==> config.mk <==
export PLATFORM = sky130hd
export DESIGN_NAME = i2c_req_arbiter
export DESIGN_NICKNAME = d
export VERILOG_FILES = /design/src/rtl/i2c_req_arbiter_pkg.sv /design/src/rtl/i2c_req_arbiter_rr_picker.sv /design/src/rtl/i2c_req_arbiter.sv
export SDC_FILE = /design/constraint.sdc
export NUM_CORES = 1
export LEC_CHECK = 0
export BUFFER_PORTS_ARGS = -buffer_cell sky130_fd_sc_hd__buf_2
export CORE_ASPECT_RATIO = 1.75
export CORE_UTILIZATION = 32
export DETAILED_ROUTE_END_ITERATION = 8
export PLACE_DENSITY = 0.61
export REMOVE_ABC_BUFFERS = 1
export SYNTH_ARGS = -nofsm -noshare
export SYNTH_HDL_FRONTEND = slang
export SYNTH_HIERARCHICAL = 1
export SYNTH_SLANG_ARGS = --single-unit
==> constraint.sdc <==
create_clock -name clk -period 4.3 [get_ports clk]
set_input_delay 0.215 -clock clk [delete_from_list [all_inputs] [get_ports clk]]
set_output_delay 0.215 -clock clk [all_outputs]
set_load 0.01 [all_outputs]
==> src/rtl/i2c_req_arbiter_pkg.sv <==
// Shared I2C definitions: default address/data widths and the arbiter state encoding.
// Latency: n/a (types, constants and helpers only).
// Backpressure: n/a.
package i2c_req_arbiter_pkg;

  localparam int I2C_ADDR_LEN = 7;
  localparam int I2C_DATA_LEN = 8;

  typedef enum logic [1:0] {
    ST_IDLE   = 2'd0,
    ST_LAUNCH = 2'd1,
    ST_BUSY   = 2'd2,
    ST_DONE   = 2'd3
  } arb_state_t;

  // Next requester index after idx, wrapping at n.
  function automatic int rr_next(input int idx, input int n);
    return (idx + 1 >= n) ? 0 : idx + 1;
  endfunction

endpackage

==> src/rtl/i2c_req_arbiter_rr_picker.sv <==
// Round-robin search: first requester at or after ptr, wrapping modulo NUM_REQ.
// Latency: purely combinational.
// Backpressure: none; vld is low when no requester is asserting req.
module rr_picker
  import i2c_req_arbiter_pkg::*;
#(
  parameter int NUM_REQ = 4,
  parameter int PTR_W   = 2
) (
  input  logic [NUM_REQ-1:0] req,
  input  logic [PTR_W-1:0]   ptr,
  output logic [NUM_REQ-1:0] winner,
  output logic               vld
);

  logic [PTR_W-1:0] idx;

  // Walk ptr, ptr+1, ... and keep the first asserted request.
  always_comb begin
    winner = '0;
    vld    = 1'b0;
    idx    = '0;
    for (int i = 0; i < NUM_REQ; i++) begin
      idx = PTR_W'((int'(ptr) + i) % NUM_REQ);
      if (!vld && req[idx]) begin
        winner[idx] = 1'b1;
        vld         = 1'b1;
      end
    end
  end

endmodule

==> src/rtl/i2c_req_arbiter.sv <==
// Shares one I2C master among NUM_REQ requesters with round-robin grants and a start timeout.
// Latency: grant 1 cycle after an idle-master request, m_start 1 cycle after grant, done 1 cycle after free.
// Backpressure: no grant while m_free is low; requesters hold req until their done pulse.
module i2c_req_arbiter
  import i2c_req_arbiter_pkg::*;
#(
  parameter int NUM_REQ       = 4,
  parameter int ADDR_LEN      = I2C_ADDR_LEN,
  parameter int DATA_LEN      = I2C_DATA_LEN,
  parameter int START_TIMEOUT = 64
) (
  input  logic                        clk,
  input  logic                        rst,
  input  logic [NUM_REQ-1:0]          req,
  input  logic [NUM_REQ*ADDR_LEN-1:0] req_addr,
  input  logic [NUM_REQ-1:0]          req_rw,
  input  logic [NUM_REQ*DATA_LEN-1:0] req_data1,
  input  logic [NUM_REQ*DATA_LEN-1:0] req_data2,
  output logic [NUM_REQ-1:0]          gnt,
  output logic [NUM_REQ-1:0]          done,
  output logic                        err,
  output logic                        m_start,
  output logic [ADDR_LEN-1:0]         m_add_reg,
  output logic                        m_R_W,
  output logic [DATA_LEN-1:0]         m_data_1,
  output logic [DATA_LEN-1:0]         m_data_2,
  input  logic                        m_free
);

  localparam int PTR_W = (NUM_REQ > 1) ? $clog2(NUM_REQ) : 1;
  localparam int CNT_W = $clog2(START_TIMEOUT + 1);

  arb_state_t state, state_nxt;

  logic [PTR_W-1:0]    ptr, ptr_nxt;
  logic [PTR_W-1:0]    own_idx, own_nxt;
  logic [CNT_W-1:0]    cnt, cnt_nxt;
  logic [NUM_REQ-1:0]  pick;
  logic                pick_vld;
  logic [PTR_W-1:0]    pick_idx;
  logic [ADDR_LEN-1:0] sel_addr;
  logic                sel_rw;
  logic [DATA_LEN-1:0] sel_d1, sel_d2;
  logic                start_expired;

  logic [NUM_REQ-1:0]  gnt_nxt, done_nxt;
  logic                err_nxt, m_start_nxt, m_rw_nxt;
  logic [ADDR_LEN-1:0] m_add_nxt;
  logic [DATA_LEN-1:0] m_d1_nxt, m_d2_nxt;

  rr_picker #(
    .NUM_REQ (NUM_REQ),
    .PTR_W   (PTR_W)
  ) u_picker (
    .req    (req),
    .ptr    (ptr),
    .winner (pick),
    .vld    (pick_vld)
  );

  // The counter only advances once m_start is visible, so the start window spans START_TIMEOUT cycles of m_start.
  assign start_expired = m_start && (cnt == CNT_W'(START_TIMEOUT - 1));

  // Convert the one-hot winner into an index and select its transaction fields.
  always_comb begin
    pick_idx = '0;
    sel_addr = '0;
    sel_rw   = 1'b0;
    sel_d1   = '0;
    sel_d2   = '0;
    for (int i = 0; i < NUM_REQ; i++) begin
      if (pick[i]) begin
        pick_idx = PTR_W'(i);
        sel_addr = req_addr[i*ADDR_LEN +: ADDR_LEN];
        sel_rw   = req_rw[i];
        sel_d1   = req_data1[i*DATA_LEN +: DATA_LEN];
        sel_d2   = req_data2[i*DATA_LEN +: DATA_LEN];
      end
    end
  end

  // State register.
  always_ff @(posedge clk) begin
    if (rst) state <= ST_IDLE;
    else     state <= state_nxt;
  end

  // Next-state decision.
  always_comb begin
    state_nxt = state;
    unique case (state)
      ST_IDLE:   if (m_free && pick_vld) state_nxt = ST_LAUNCH;
      ST_LAUNCH: begin
        if (!m_free)            state_nxt = ST_BUSY;
        else if (start_expired) state_nxt = ST_DONE;
      end
      ST_BUSY:   if (m_free) state_nxt = ST_DONE;
      ST_DONE:   state_nxt = ST_IDLE;
      default:   state_nxt = ST_IDLE;
    endcase
  end

  // Next values of every registered output and of the arbitration bookkeeping.
  always_comb begin
    gnt_nxt     = gnt;
    done_nxt    = '0;
    err_nxt     = 1'b0;
    m_start_nxt = 1'b0;
    cnt_nxt     = cnt;
    ptr_nxt     = ptr;
    own_nxt     = own_idx;
    m_add_nxt   = m_add_reg;
    m_rw_nxt    = m_R_W;
    m_d1_nxt    = m_data_1;
    m_d2_nxt    = m_data_2;
    unique case (state)
      ST_IDLE: begin
        if (m_free && pick_vld) begin
          gnt_nxt   = pick;
          own_nxt   = pick_idx;
          cnt_nxt   = '0;
          m_add_nxt = sel_addr;
          m_rw_nxt  = sel_rw;
          m_d1_nxt  = sel_d1;
          m_d2_nxt  = sel_d2;
        end
      end
      ST_LAUNCH: begin
        // A low m_free means the master took the start: drop m_start and wait in BUSY.
        if (m_free) begin
          if (start_expired) begin
            err_nxt  = 1'b1;
            done_nxt = gnt;
            gnt_nxt  = '0;
          end else begin
            m_start_nxt = 1'b1;
            if (m_start) cnt_nxt = cnt + CNT_W'(1);
          end
        end
      end
      ST_BUSY: begin
        if (m_free) begin
          done_nxt = gnt;
          gnt_nxt  = '0;
        end
      end
      ST_DONE: begin
        // The finished owner drops to lowest priority for the next arbitration.
        ptr_nxt = PTR_W'(rr_next(int'(own_idx), NUM_REQ));
      end
      default: ;
    endcase
  end

  // Output and bookkeeping registers; reset clears everything, aborting any transaction silently.
  always_ff @(posedge clk) begin
    if (rst) begin
      gnt       <= '0;
      done      <= '0;
      err       <= 1'b0;
      m_start   <= 1'b0;
      m_add_reg <= '0;
      m_R_W     <= 1'b0;
      m_data_1  <= '0;
      m_data_2  <= '0;
      cnt       <= '0;
      ptr       <= '0;
      own_idx   <= '0;
    end else begin
      gnt       <= gnt_nxt;
      done      <= done_nxt;
      err       <= err_nxt;
      m_start   <= m_start_nxt;
      m_add_reg <= m_add_nxt;
      m_R_W     <= m_rw_nxt;
      m_data_1  <= m_d1_nxt;
      m_data_2  <= m_d2_nxt;
      cnt       <= cnt_nxt;
      ptr       <= ptr_nxt;
      own_idx   <= own_nxt;
    end
  end

endmodule

# Word-level counts from Yosys, hierarchy flattened

Cells that the tools add are included.
Widths: inputs -> output; s select.

Reductions and logical operators: 20
Add/subtract/negate cells: 5
Bitwise gates (word level): 5
Mux-type cells: 65
Order comparisons: 9
Eq/ne operators: 11

Operators with widths:

| kind                | count |
|---|---|
| $mux 8              | 8 |
| $mux 7              | 8 |
| $mux 4              | 11 |
| $mux 1              | 19 |
| $mux 2              | 7 |
| $pmux 7 s2          | 1 |
| $lt 2x3->1 const B  | 4 |
| $ne 2x2->1 const B  | 6 |
| $or 4x4->4          | 3 |
| $pmux 4 s3          | 1 |
| $reduce_and 5->1    | 2 |
| $logic_and 1x1->1   | 9 |
| $bmux 1 s2          | 4 |
| $demux 1 s2         | 4 |
| $ge 2x1->1 const B  | 4 |
| $pmux 2 s4          | 1 |
| $pmux 4 s2          | 1 |
| $add 7x1->7 const B | 1 |
| $eq 7x6->1 const B  | 1 |
| $add 2x2->2 const B | 2 |
| $eq 2x2->1 const B  | 2 |
| $add 2x1->3 const B | 1 |
| $ge 3x3->1 const B  | 1 |
| $logic_not 1->1     | 3 |
| other kinds (10)    | 11 |

Register bits: 47
Output and inout bits: 34

# Depth between registers and ports, before layout

Gate-level depths: netlist of the first run.

Depth after elaboration: 16
Depth in mapped cells: 14

# Hierarchy

The synthesis of the first run kept the hierarchy.

Modules (own cells, without submodules):

| module          | sequential area each (um^2) | area an instance (um^2) | cells an instance | times used |
|---|---|---|---|---|
| i2c_req_arbiter | 940.9                       | 2690.1                  | 312               | 1 |
| rr_picker       | 0.0                         | 494.2                   | 62                | 1 |

# Worst setup path before layout of the first run

No wires, ideal clock.

Kind: flip-flop to flip-flop
From: reg ptr[1]
To: reg m_add_reg[0]
Required time: 4.226 ns
Arrival: 2.931 ns
Cell stages (with the launch flop): 14
Clock period less this slack: 3.005 ns
Buffers on the path: 3
Setup slack: 1.295 ns
Cells stage by stage: dfxtp_1 clkbuf_1 inv_1 ha_1 mux2i_1 mux2_2 a211oi_1 o2bb2ai_1 nor2b_1 buf_2 buf_2 a22oi_1 o211a_1 nor3_2

RTL lines:

| element                                                             | RTL line                        | RTL |
|---|---|---|
| start, declared                                                     | i2c_req_arbiter.sv:35           | `logic [PTR_W-1:0] ptr, ptr_nxt;` |
| start signal, assigned                                              | i2c_req_arbiter.sv:179          | `ptr <= ptr_nxt;` |
| parallel branches: the longest is 11 deep, another holds $lt 2x3->1 | -                               |  |
| $mux 4 *                                                            | i2c_req_arbiter_rr_picker.sv:25 | `if (!vld && req[idx]) begin` |
| via pick[1]                                                         | i2c_req_arbiter.sv:38           | `logic [NUM_REQ-1:0] pick;` |
| $mux 7 * (3 in series)                                              | i2c_req_arbiter.sv:72           | `if (pick[i]) begin` |
| end signal, assigned                                                | i2c_req_arbiter.sv:174          | `m_add_reg <= m_add_nxt;` |
| end, declared                                                       | i2c_req_arbiter.sv:23           | `output logic [ADDR_LEN-1:0] m_add_reg,` |

Mark *: on every way through the listed nets, which the timed path passes. The select of a mux whose other input is x is not followed.
A chain may end at the register's enable or synchronous reset.

# Worst setup path in the final report of the first run

From: reg ptr[1]
To: reg m_data_1[0]

RTL lines:

| element                                                             | RTL line                        | RTL |
|---|---|---|
| parallel branches: the longest is 11 deep, another holds $lt 2x3->1 | -                               |  |
| $mux 4 *                                                            | i2c_req_arbiter_rr_picker.sv:25 |  |
| via pick[2]                                                         | i2c_req_arbiter.sv:38           |  |
| $mux 8 * (2 in series)                                              | i2c_req_arbiter.sv:72           |  |
| end signal, assigned                                                | i2c_req_arbiter.sv:176          | `m_data_1 <= m_d1_nxt;` |
| end, declared                                                       | i2c_req_arbiter.sv:25           | `output logic [DATA_LEN-1:0] m_data_1,` |

Marked as above.

==> results of run 1 <==
[cell usage after synthesis (2+ instances only)]
cell,instances,share of area (%)
inv_1,8,0.94
o21ai_1,2,0.31
a31oi_1,8,1.6
mux2_2,3,1.1
mux2i_1,9,2.8
buf_1,3,0.35
a31o_1,2,0.55
nand2b_1,7,1.4
o21ai_0,5,0.79
o2bb2ai_1,4,1.1
and3_1,4,0.79
dfxtp_1,47,30
a21oi_1,31,4.9
nor3_2,20,6.3
nand2_1,31,3.7
buf_6,4,1.4
a211oi_1,2,0.47
nor2b_1,3,0.59
a22oi_1,24,5.7
ha_1,14,5.5
a221oi_2,2,0.94
nand3_2,2,0.63
nand4b_1,6,1.7
o22ai_1,6,1.2
o211a_1,24,7.5
clkbuf_1,9,1.1
nand3_1,4,0.63
or3_1,4,0.79
nor3_1,12,1.9
nor2_1,39,4.6
nor4b_4,2,1.5
and2_1,4,0.79
buf_2,11,1.7
[area by class of cell]
| cell class | instances | area [um2] |
|---|---|---|
| Clock buffer | 6 | 129 |
| Fill cell | 944 | 5510 |
| Inverter | 8 | 30.0 |
| Multi-Input combinational cell | 290 | 2080 |
| Sequential cell | 47 | 941 |
| Tap cell | 122 | 153 |
| Timing Repair Buffer | 144 | 741 |
[per-stage QoR]
stage	worst slack, ns	total power [mW]
floorplan	-0.335	1.25
global placement	1.10	1.57
detailed placement	0.942	1.59
CTS	0.946	1.97
global route	0.692	2.10
finish	0.931	1.95
[worst reg2reg max path, cell delays in order, from the launching register on]
cell and delay [ns]:
dfxtp_1 0.60, inv_1 0.13, ha_1 0.41, mux2i_1 0.33
o22ai_1 0.16, a211oi_1 0.32, o2bb2ai_2 0.26, nor4b_4 0.34
buf_4 0.29, a21oi_1 0.11, o211a_1 0.18, nor3_2 0.16
[report_power, final]
group | internal (mW) | switching [mW] | leakage, nW
Sequential | 0.539 | 0.0644 | 0.385
Combinational | 0.402 | 0.577 | 1.47
Clock | 0.209 | 0.160 | 0.0628
[path summary, 6_finish.rpt]
kind / start / to / cells after the start
worst max-delay path: ptr[1] / m_data_1[0] / 11
worst min-delay path: req_rw[3] / m_R_W / 4
worst max register to register: ptr[1] / m_data_1[0] / 11
worst min register to register: cnt[1] / cnt[1] / 2
[cells by family after synthesis]
logic type / Yosys count / synth area share (%)
buffers and inverters: 37 / 5.89
adders and majority gates: 14 / 5.50
DFF: 47 / 29.5
and+or+nand+nor: 145 / 27.0
AOI/OAI and AO/OA: 118 / 27.5
muxes: 13 / 4.60
[per-layer routing]
metal	wire length, um	vias to the layer above
met5	0	-
met4	221	0
met3	480	19
met2	5320	121
met1	3860	1593
li1	-	1626
[placed cells by master (no fill, tap or decap), types with 3 or more instances in the layout]
cell type and n:
a22oi_1 24, and3_1 4, ha_1 14, nor2_1 39
mux2_2 3, nor3_1 12, o21ai_0 5, buf_2 136
and2_1 4, or3_1 4, a21oi_1 31, mux2i_1 9
a31oi_1 8, buf_4 8, nand3_1 4, clkbuf_16 5
dfxtp_1 47, inv_1 8, o22ai_1 6, nand4b_1 6
nand2_1 31, nor3_2 20, o211a_1 24, nand2b_1 7
==> impl_metrics.csv, run 1 <==
group,metric,value,unit
sta,fmax,297,MHz
clocking,cts_root_buf,"clkbuf_16",
min_path,min_path_type,"in2reg",
sta,maxSlewHeadroom,55.2,%
logic_synthesis,yosysSeqAreaShare,29.5,%
die,start_util,33.2,%
global_routing,busiest_layer,"met2",
global_routing,grt_pass1_vias,3301,
global_routing,gr-total-overflow,0,
sta,fin_crit_sh,78.4,%
logic_synthesis,synth_edf_count,0,
place,place_hpwl,7200,um
clocking,cts_inserted_buffers,5,
clocking,cts.clk_slew.worst_paths,0.06,ns
global_routing,grt_use_met1,21.6,%
die,fp.dieW,77.4,um
clocking,tritoncts,"yes",
clocking,clk_latency,0.29,ns
layout,design_area,4080,um2
route,num_vias,3359,
job,maxCapViolCount,0,
route,postRouteAntennaNets,0,
worst_setup_path,cpMaxStageDelayCell,"dfxtp_1",
layout,antenna_cells,0,
die,rows,47,
global_routing,grt_use_met2,36.0,%
sta,finalSetupTns,0,ns
clocking,clock-sinks,47,
logic_synthesis,yosys_warnings,6,
sta,rsz0062_at_grt,"false",
route,avgRoutedWirePerCell,16.0,um
run_status,status,"completed",
sta,clock_skew,0.00298,ns
pwr,powerDensity,479,nW/um2
clocking,cts_buffer_depth,2,
place,dp.cells,611,
clocking,htree_levels,2,
worst_setup_path,cp_top_family,"compound AO/OA/AOI/OAI gates",
global_routing,grt_max_degree,52,
sta,min_period,3.37,ns
worst_setup_path,path_max_fanout,16,
global_routing,antenna_found_initial,0,
logic_synthesis,syn_area_per_cell,8.51,um2
global_routing,grt_first_pass_wirelength,15800,um
die,dieArea,10400,um2
logic_synthesis,netlist_area,3180,um2
clocking,cts_resized,0,
logic_synthesis,ys_seq_elements,47,
route,wl,9890,um
sta,finalHoldViolations,0,
place,place_congestion,0.876,
sta,fin_hold_ws,0.293,ns
logic_synthesis,synthCells,374,
pwr,peakVddDrop,259,uV
worst_setup_path,end_kind,"flip-flop",
worst_setup_path,cp_data_arrival_time,3.59,ns
worst_setup_path,critPathLaunchType,"flip-flop",
sta,drv_slew,0,
die,die_h,134,um
logic_synthesis,synthArstFlopShare,0,%
global_routing,met3_usage,2.86,%
sta,tightest_slew,0.668,ns
route,vias_per_cell,5.44,
sta,setup_violations,0,
pwr,p_leak,1.92,nW
worst_setup_path,cpPeakStageDelay,0.60,ns
worst_setup_path,path_class,"reg2reg",
die,ios,137,
route,drc_errors,0,
logic_synthesis,ys.flop_type,"dfxtp_1",
place,io_buffers,136,
clocking,post_cts_buffers,0,
layout,instances_no_fill,617,
layout,largestRegisters,"m_data_1: 8 flops, m_data_2: 8 flops",
route,drtPass1Iterations,4,
die,coreArea,9590,um2
layout,drive_gt1_share,37.6,%
clocking,cts_hold_buf,0,
worst_setup_path,worstPathRequired,4.52,ns
place,dpl_cell_area,3950,um2
logic_synthesis,netlist-cell-type-count,51,
layout,area_delta_synth_final,28.0,%
worst_setup_path,reg2reg_slack,0.93,ns
global_routing,grt_usage,19.2,%
layout,nNetsFinal,613,
worst_setup_path,crit_chain,"inv_1 -> ha_1 -> mux2i_1 -> o22ai_1 -> a211oi_1 -> o2bb2ai_2 -> nor4b_4 -> buf_4 -> a21oi_1 -> o211a_1 -> nor3_2",
layout,postLayoutCoreUtil,42.5,%
worst_setup_path,worst-path-buf-inv,2,
route,drt_iter0_drc,121,
Power figures use the tool's default switching activity.
==> inputs of run 2 (changes only) <==
- PLACE_DENSITY: 0.61 -> 0.63
- clock period: 4.3 -> 2.9 ns (I/O delays scaled with it)
==> run 2 against run 1 <==
Effect of this change: sequential share of layout area is 0.70 points lower; maximum frequency up 22%; via count is 0.42% lower; final area grew 3.1%; combinational power increased by 54%; sequential cell count unchanged.
==> impl_metrics.csv, run 2 (same netlist as run 1, synthesis figures left out) <==
group,metric,value,unit
pwr,combPwrFrac,51.0,%
pwr,p_leak,1.98,nW
worst_setup_path,end_kind,"flip-flop",
global_routing,grt_use_met1,18.9,%
worst_setup_path,critPathLaunchType,"flip-flop",
layout,area_delta_synth_final,32.0,%
worst_setup_path,cp_data_arrival_time,2.98,ns
sta,clock_skew,0.0109,ns
sta,fmax,363,MHz
place,place_hpwl,7360,um
pwr,power_switching,1.20,mW
worst_setup_path,worstReg2RegStart,"ptr[0]",
worst_setup_path,cp-startpoint,"ptr[0]",
clocking,clk_latency,0.29,ns
global_routing,gr-total-overflow,0,
sta,tightest_slew,0.638,ns
clocking,htree_levels,2,
worst_setup_path,cpPeakStageDelay,0.35,ns
global_routing,grt_use_met2,35.3,%
layout,layout_commonest_cell,"buf_2",
global_routing,grt_pass1_vias,3308,
pwr,pwr-share-clk,18.9,%
layout,mostFrequentLayoutCells,"buf_2 (136), dfxtp_1 (47), nor2_1 (39)",
pwr,peakVddDrop,348,uV
global_routing,met3_usage,3.20,%
sta,finalHoldViolations,0,
route,drtPass1Iterations,6,
route,wl,9740,um
global_routing,grt_max_degree,52,
min_path,holdPathStages,4,
place,dp.cells,616,
clocking,cts.clk_slew.worst_paths,0.07,ns
place,io_buffers,136,
run_status,status,"completed",
worst_setup_path,crit_chain,"inv_1 -> ha_4 -> mux2_2 -> a31o_1 -> a221oi_2 -> o2bb2ai_4 -> nor4b_4 -> buf_4 -> buf_12 -> a21oi_1 -> o211a_1 -> nor3_2",
clocking,clock-sinks,47,
layout,multiInputGateArea,2110,um2
worst_setup_path,rr_worst_depth,12,
route,avgRoutedWirePerCell,15.6,um
die,fp.dieW,77.4,um
die,start_util,33.2,%
die,dieArea,10400,um2
sta,fin_crit_sh,95.0,%
die,rows,47,
route,drc_errors,0,
layout,drive_gt1_share,39.4,%
layout,antenna_cells,0,
global_routing,antenna_found_initial,0,
layout,ff_latch_area,941,um2
sta,maxSlewHeadroom,57.5,%
worst_setup_path,rr_endpoint,"m_data_1[4]",
worst_setup_path,worstPathRequired,3.12,ns
worst_setup_path,cpMaxStageDelayCell,"mux2_2",
die,ios,137,
clocking,cts_hold_buf,0,
place,place_congestion,0.926,
clocking,cts_inserted_buffers,5,
global_routing,grt_first_pass_wirelength,15300,um
worst_setup_path,path_max_fanout,9,
die,die_h,134,um
layout,nNetsFinal,620,
route,drt_iter0_drc,193,
sta,setup_violations,0,
min_path,worstHoldStart,"req_data2[27]",
layout,largestRegisters,"m_data_1: 8 flops, m_data_2: 8 flops",
layout,postLayoutCoreUtil,43.9,%
pwr,switching_share,40.4,%
clocking,cts_root_buf,"clkbuf_16",
pwr,power_frac_seq,30.1,%
global_routing,grt_usage,18.5,%
min_path,min_path_type,"in2reg",
min_path,min_to,"m_data_2[3]",
pwr,intPower,1.77,mW
route,num_vias,3345,
die,coreArea,9590,um2
route,vias_per_cell,5.35,
clocking,tritoncts,"yes",
worst_setup_path,reg2reg_slack,0.14,ns
layout,instances_no_fill,625,
global_routing,busiest_layer,"met2",
pwr,powerDensity,706,nW/um2
job,maxCapViolCount,0,
clocking,cts_buffer_depth,2,
sta,drv_slew,0,
route,postRouteAntennaNets,0,
worst_setup_path,path_class,"reg2reg",
sta,min_period,2.76,ns
layout,fillCellCount,964,
-- run 2: repair_timing --
| action | CTS | global route |
|---|---|---|
| buffers inserted | 0 | 1 |
| setup endpoints to repair | 0 | 24 |
| resized for setup | 0 | 4 |
| endpoints found under the hold margin | 0 | 0 |
-- run 2: worst max-delay path by stage --
stage	slack (ns)	depth (start not counted)	to
floorplan	-1.74	10	m_add_reg[0]
global placement	0.19	11	m_add_reg[0]
detailed placement	0.1	11	m_data_1[4]
CTS	0.07	11	m_data_1[4]
global route	-0.03	12	m_data_1[7]
finish	0.14	12	m_data_1[4]
-- run 2: critical path, delay by kind of cell (launching register included) --
kind | cells | cell delay (ns)
AO/OA/AOI/OAI | 5 | 0.87
adder cells (fa/ha/maj) | 1 | 0.30
buffers and inverters | 3 | 0.39
flip-flops | 1 | 0.33
multiplexers | 1 | 0.35
AND/OR/NAND/NOR | 2 | 0.44
-- run 2: layout make-up --
cell class / instances / share of cell area (%)
Multi-Input combinational cell: 290 / 50.1
Sequential cell: 47 / 22.4
Timing Repair Buffer: 151 / 19.9
Tap cell: 122 / 3.63
Clock buffer: 5 / 2.98
Inverter: 8 / 0.714
Clock inverter: 2 / 0.327
-- run 2: layer usage --
| metal | share of wire, % | routed length, um |
|---|---|---|
| met1 | 38 | 3710 |
| met2 | 55 | 5320 |
| met3 | 4.4 | 427 |
| met4 | 2.9 | 284 |
| met5 | 0 | 0 |
-- run 2: stage by stage --
step                power [mW]  hold WS (ns)  instance area (um2)  setup TNS (ns)  setup WS, ns
finish                    2.97         0.223                 4200               0         0.145
global route              3.19         0.224                 4200         -0.0593       -0.0273
CTS                       2.97         0.210                 4150               0        0.0734
detailed placement        2.39         0.469                 4010               0        0.0968
global placement          2.36         0.458                 4010               0         0.192
floorplan                 1.85         0.214                 3030          -45.73         -1.74
-- run 2: power by group through the flow --
stage / clock [mW] / combinational [mW] / sequential, mW
3_5_place_dp: 0 / 1.49 / 0.907
6_report: 0.561 / 1.51 / 0.893
2_1_floorplan: 0 / 0.887 / 0.964
3_3_place_gp: 0 / 1.46 / 0.905
5_1_grt: 0.611 / 1.67 / 0.913
4_1_cts: 0.579 / 1.49 / 0.894
==> inputs of run 3 (changes only) <==
- CORE_ASPECT_RATIO: 1.75 -> unset
- PLACE_DENSITY: 0.63 -> 0.61
- REMOVE_ABC_BUFFERS: 1 -> unset
- clock period: 2.9 -> 3.3 ns (I/O delays scaled with it)
==> run 3 against run 2 <==
Effect of this change: routed wire length down 4.7%; critical path depth down 1; utilization down 2.3 points; clock power down 38%; final cell count up 0.64%; setup slack better by 0.17 ns; combinational power down 17%; critical endpoint is now m_add_reg[6]; largest power group unchanged; highest routed layer unchanged.
==> impl_metrics.csv, run 3 (same netlist as run 1, synthesis figures left out) <==
group,metric,value,unit
worst_setup_path,cp_top_family,"compound AO/OA/AOI/OAI gates",
die,dieArea,10400,um2
layout,drive_gt1_share,37.9,%
logic_synthesis,syn-num-nets,491,
global_routing,grt_usage,17.5,%
place,place_hpwl,6750,um
run_status,status,"completed",
route,num_vias,3265,
worst_setup_path,cp-startpoint,"ptr[0]",
min_path,min_path_type,"in2reg",
clocking,cts.clk_slew.worst_paths,0.09,ns
route,postRouteAntennaNets,0,
pwr,p_leak,1.90,nW
worst_setup_path,rr_worst_depth,11,
worst_setup_path,end_kind,"flip-flop",
clocking,cts_inserted_buffers,5,
worst_setup_path,crit_chain,"inv_1 -> ha_1 -> mux2i_1 -> mux2_2 -> a211oi_1 -> o2bb2ai_1 -> nor2b_2 -> buf_4 -> a22oi_1 -> o211a_1 -> nor3_1",
worst_setup_path,reg2reg_slack,0.32,ns
layout,area_delta_synth_final,27.0,%
place,io_buffers,136,
sta,finalSetupTns,0,ns
sta,min_period,2.98,ns
route,avgRoutedWirePerCell,14.8,um
layout,mostFrequentLayoutCells,"buf_2 (136), dfxtp_1 (47), nor2_1 (39)",
route,drtPass1Iterations,4,
clocking,htree_levels,2,
sta,clock_skew,0.0135,ns
global_routing,grt_first_pass_wirelength,14400,um
die,die_h,102,um
clocking,cts_buffer_depth,2,
place,place_congestion,0.945,
die,start_util,32.7,%
die,ios,137,
global_routing,gr-total-overflow,0,
worst_setup_path,critPathLaunchType,"flip-flop",
worst_setup_path,worstReg2RegStart,"ptr[0]",
place,dp.cells,622,
clocking,cts_resized,0,
sta,rsz0062_at_grt,"false",
layout,instances_no_fill,629,
sta,setup_violations,0,
die,fp.dieW,102,um
worst_setup_path,crit_end,"m_add_reg[6]",
sta,maxSlewHeadroom,30.4,%
die,rows,36,
pwr,powerDensity,591,nW/um2
sta,drv_slew,0,
worst_setup_path,cpPeakStageDelay,0.41,ns
worst_setup_path,path_class,"reg2reg",
layout,fillCellCount,1019,
route,wl,9280,um
sta,fmax,336,MHz
worst_setup_path,path_max_fanout,25,
clocking,post_cts_buffers,0,
worst_setup_path,cp_data_arrival_time,3.20,ns
route,vias_per_cell,5.19,
global_routing,antenna_found_initial,0,
sta,fin_crit_sh,90.3,%
pwr,total_power,2.39,mW
worst_setup_path,cpMaxStageDelayCell,"ha_1",
layout,layout_commonest_cell,"buf_2",
worst_setup_path,rr_endpoint,"m_add_reg[6]",
layout,postLayoutCoreUtil,41.6,%
sta,finalHoldViolations,0,
route,drc_errors,0,
clocking,tritoncts,"yes",
worst_setup_path,path_depth,11,
layout,antenna_cells,0,
clocking,cts_root_buf,"clkbuf_8",
worst_setup_path,worst-path-buf-inv,2,
clocking,clock-sinks,47,
route,drt_iter0_drc,144,
clocking,clk_latency,0.31,ns
worst_setup_path,worstPathRequired,3.52,ns
global_routing,grt_pass1_vias,3056,
job,maxCapViolCount,0,
layout,largestRegisters,"m_data_1: 8 flops, m_data_2: 8 flops",
layout,nNetsFinal,613,
pwr,peakVddDrop,259,uV
die,coreArea,9730,um2
sta,tightest_slew,1.04,ns
clocking,cts_hold_buf,0,
global_routing,grt_max_degree,52,
## run 3: changes by cell type in the layout (fill, tap and decap cells not counted), sizes merged
cell / change
buf: -6
clkbuf: -1
## run 3: layout make-up
type	instances	area, um2	share of cell area [%]
flip-flops and latches	47	941	23.3
repair buffers	144	741	18.3
inverters	8	30.0	0.743
clock inverters	2	13.8	0.340
multi-input cells	290	2080	51.5
well taps	133	166	4.12
clock buffers	5	68.8	1.70
## run 3: how the worst min path moves through the flow
stage	startpoint	to	slack, ns	cells after the start
global placement	cnt[1]	cnt[1]	0.46	2
global route	req_addr[26]	m_add_reg[5]	0.21	4
floorplan	rst	cnt[6]	0.35	2
detailed placement	cnt[1]	cnt[1]	0.47	2
finish	req_data2[31]	m_data_2[7]	0.21	4
CTS	req_data2[31]	m_data_2[7]	0.20	4
## run 3: power by group
part	internal (mW)	total, mW	switching [mW]
clock network	0.145	0.347	0.202
logic	0.524	1.26	0.738
registers	0.702	0.782	0.0799
## run 3: worst register-to-register path, cell delays in order (launching register included)
cell and delay (ns):
dfxtp_1 0.34, inv_1 0.09, ha_1 0.41, mux2i_1 0.35, mux2_2 0.28, a211oi_1 0.09
o2bb2ai_1 0.34, nor2b_2 0.21, buf_4 0.29, a22oi_1 0.13, o211a_1 0.22, nor3_1 0.15
## run 3: layer usage
metal  vias up  share of wire, %  global-route usage [%]
met2        98                48                    28.1
met3        16               4.9                    3.66
met4         0               2.2                    6.47
met1      1528                45                    23.2
li1       1623                 -                       -
met5         -                 0                       0
## run 3: per-stage QoR
step	cell area [um2]	setup WS (ns)	hold slack [ns]
4_1_cts	4040	0.309	0.203
3_5_place_dp	3960	0.338	0.466
6_report	4040	0.319	0.211
5_1_grt	4040	0.0866	0.207
2_1_floorplan	3180	0.295	0.351
3_3_place_gp	3960	0.433	0.459
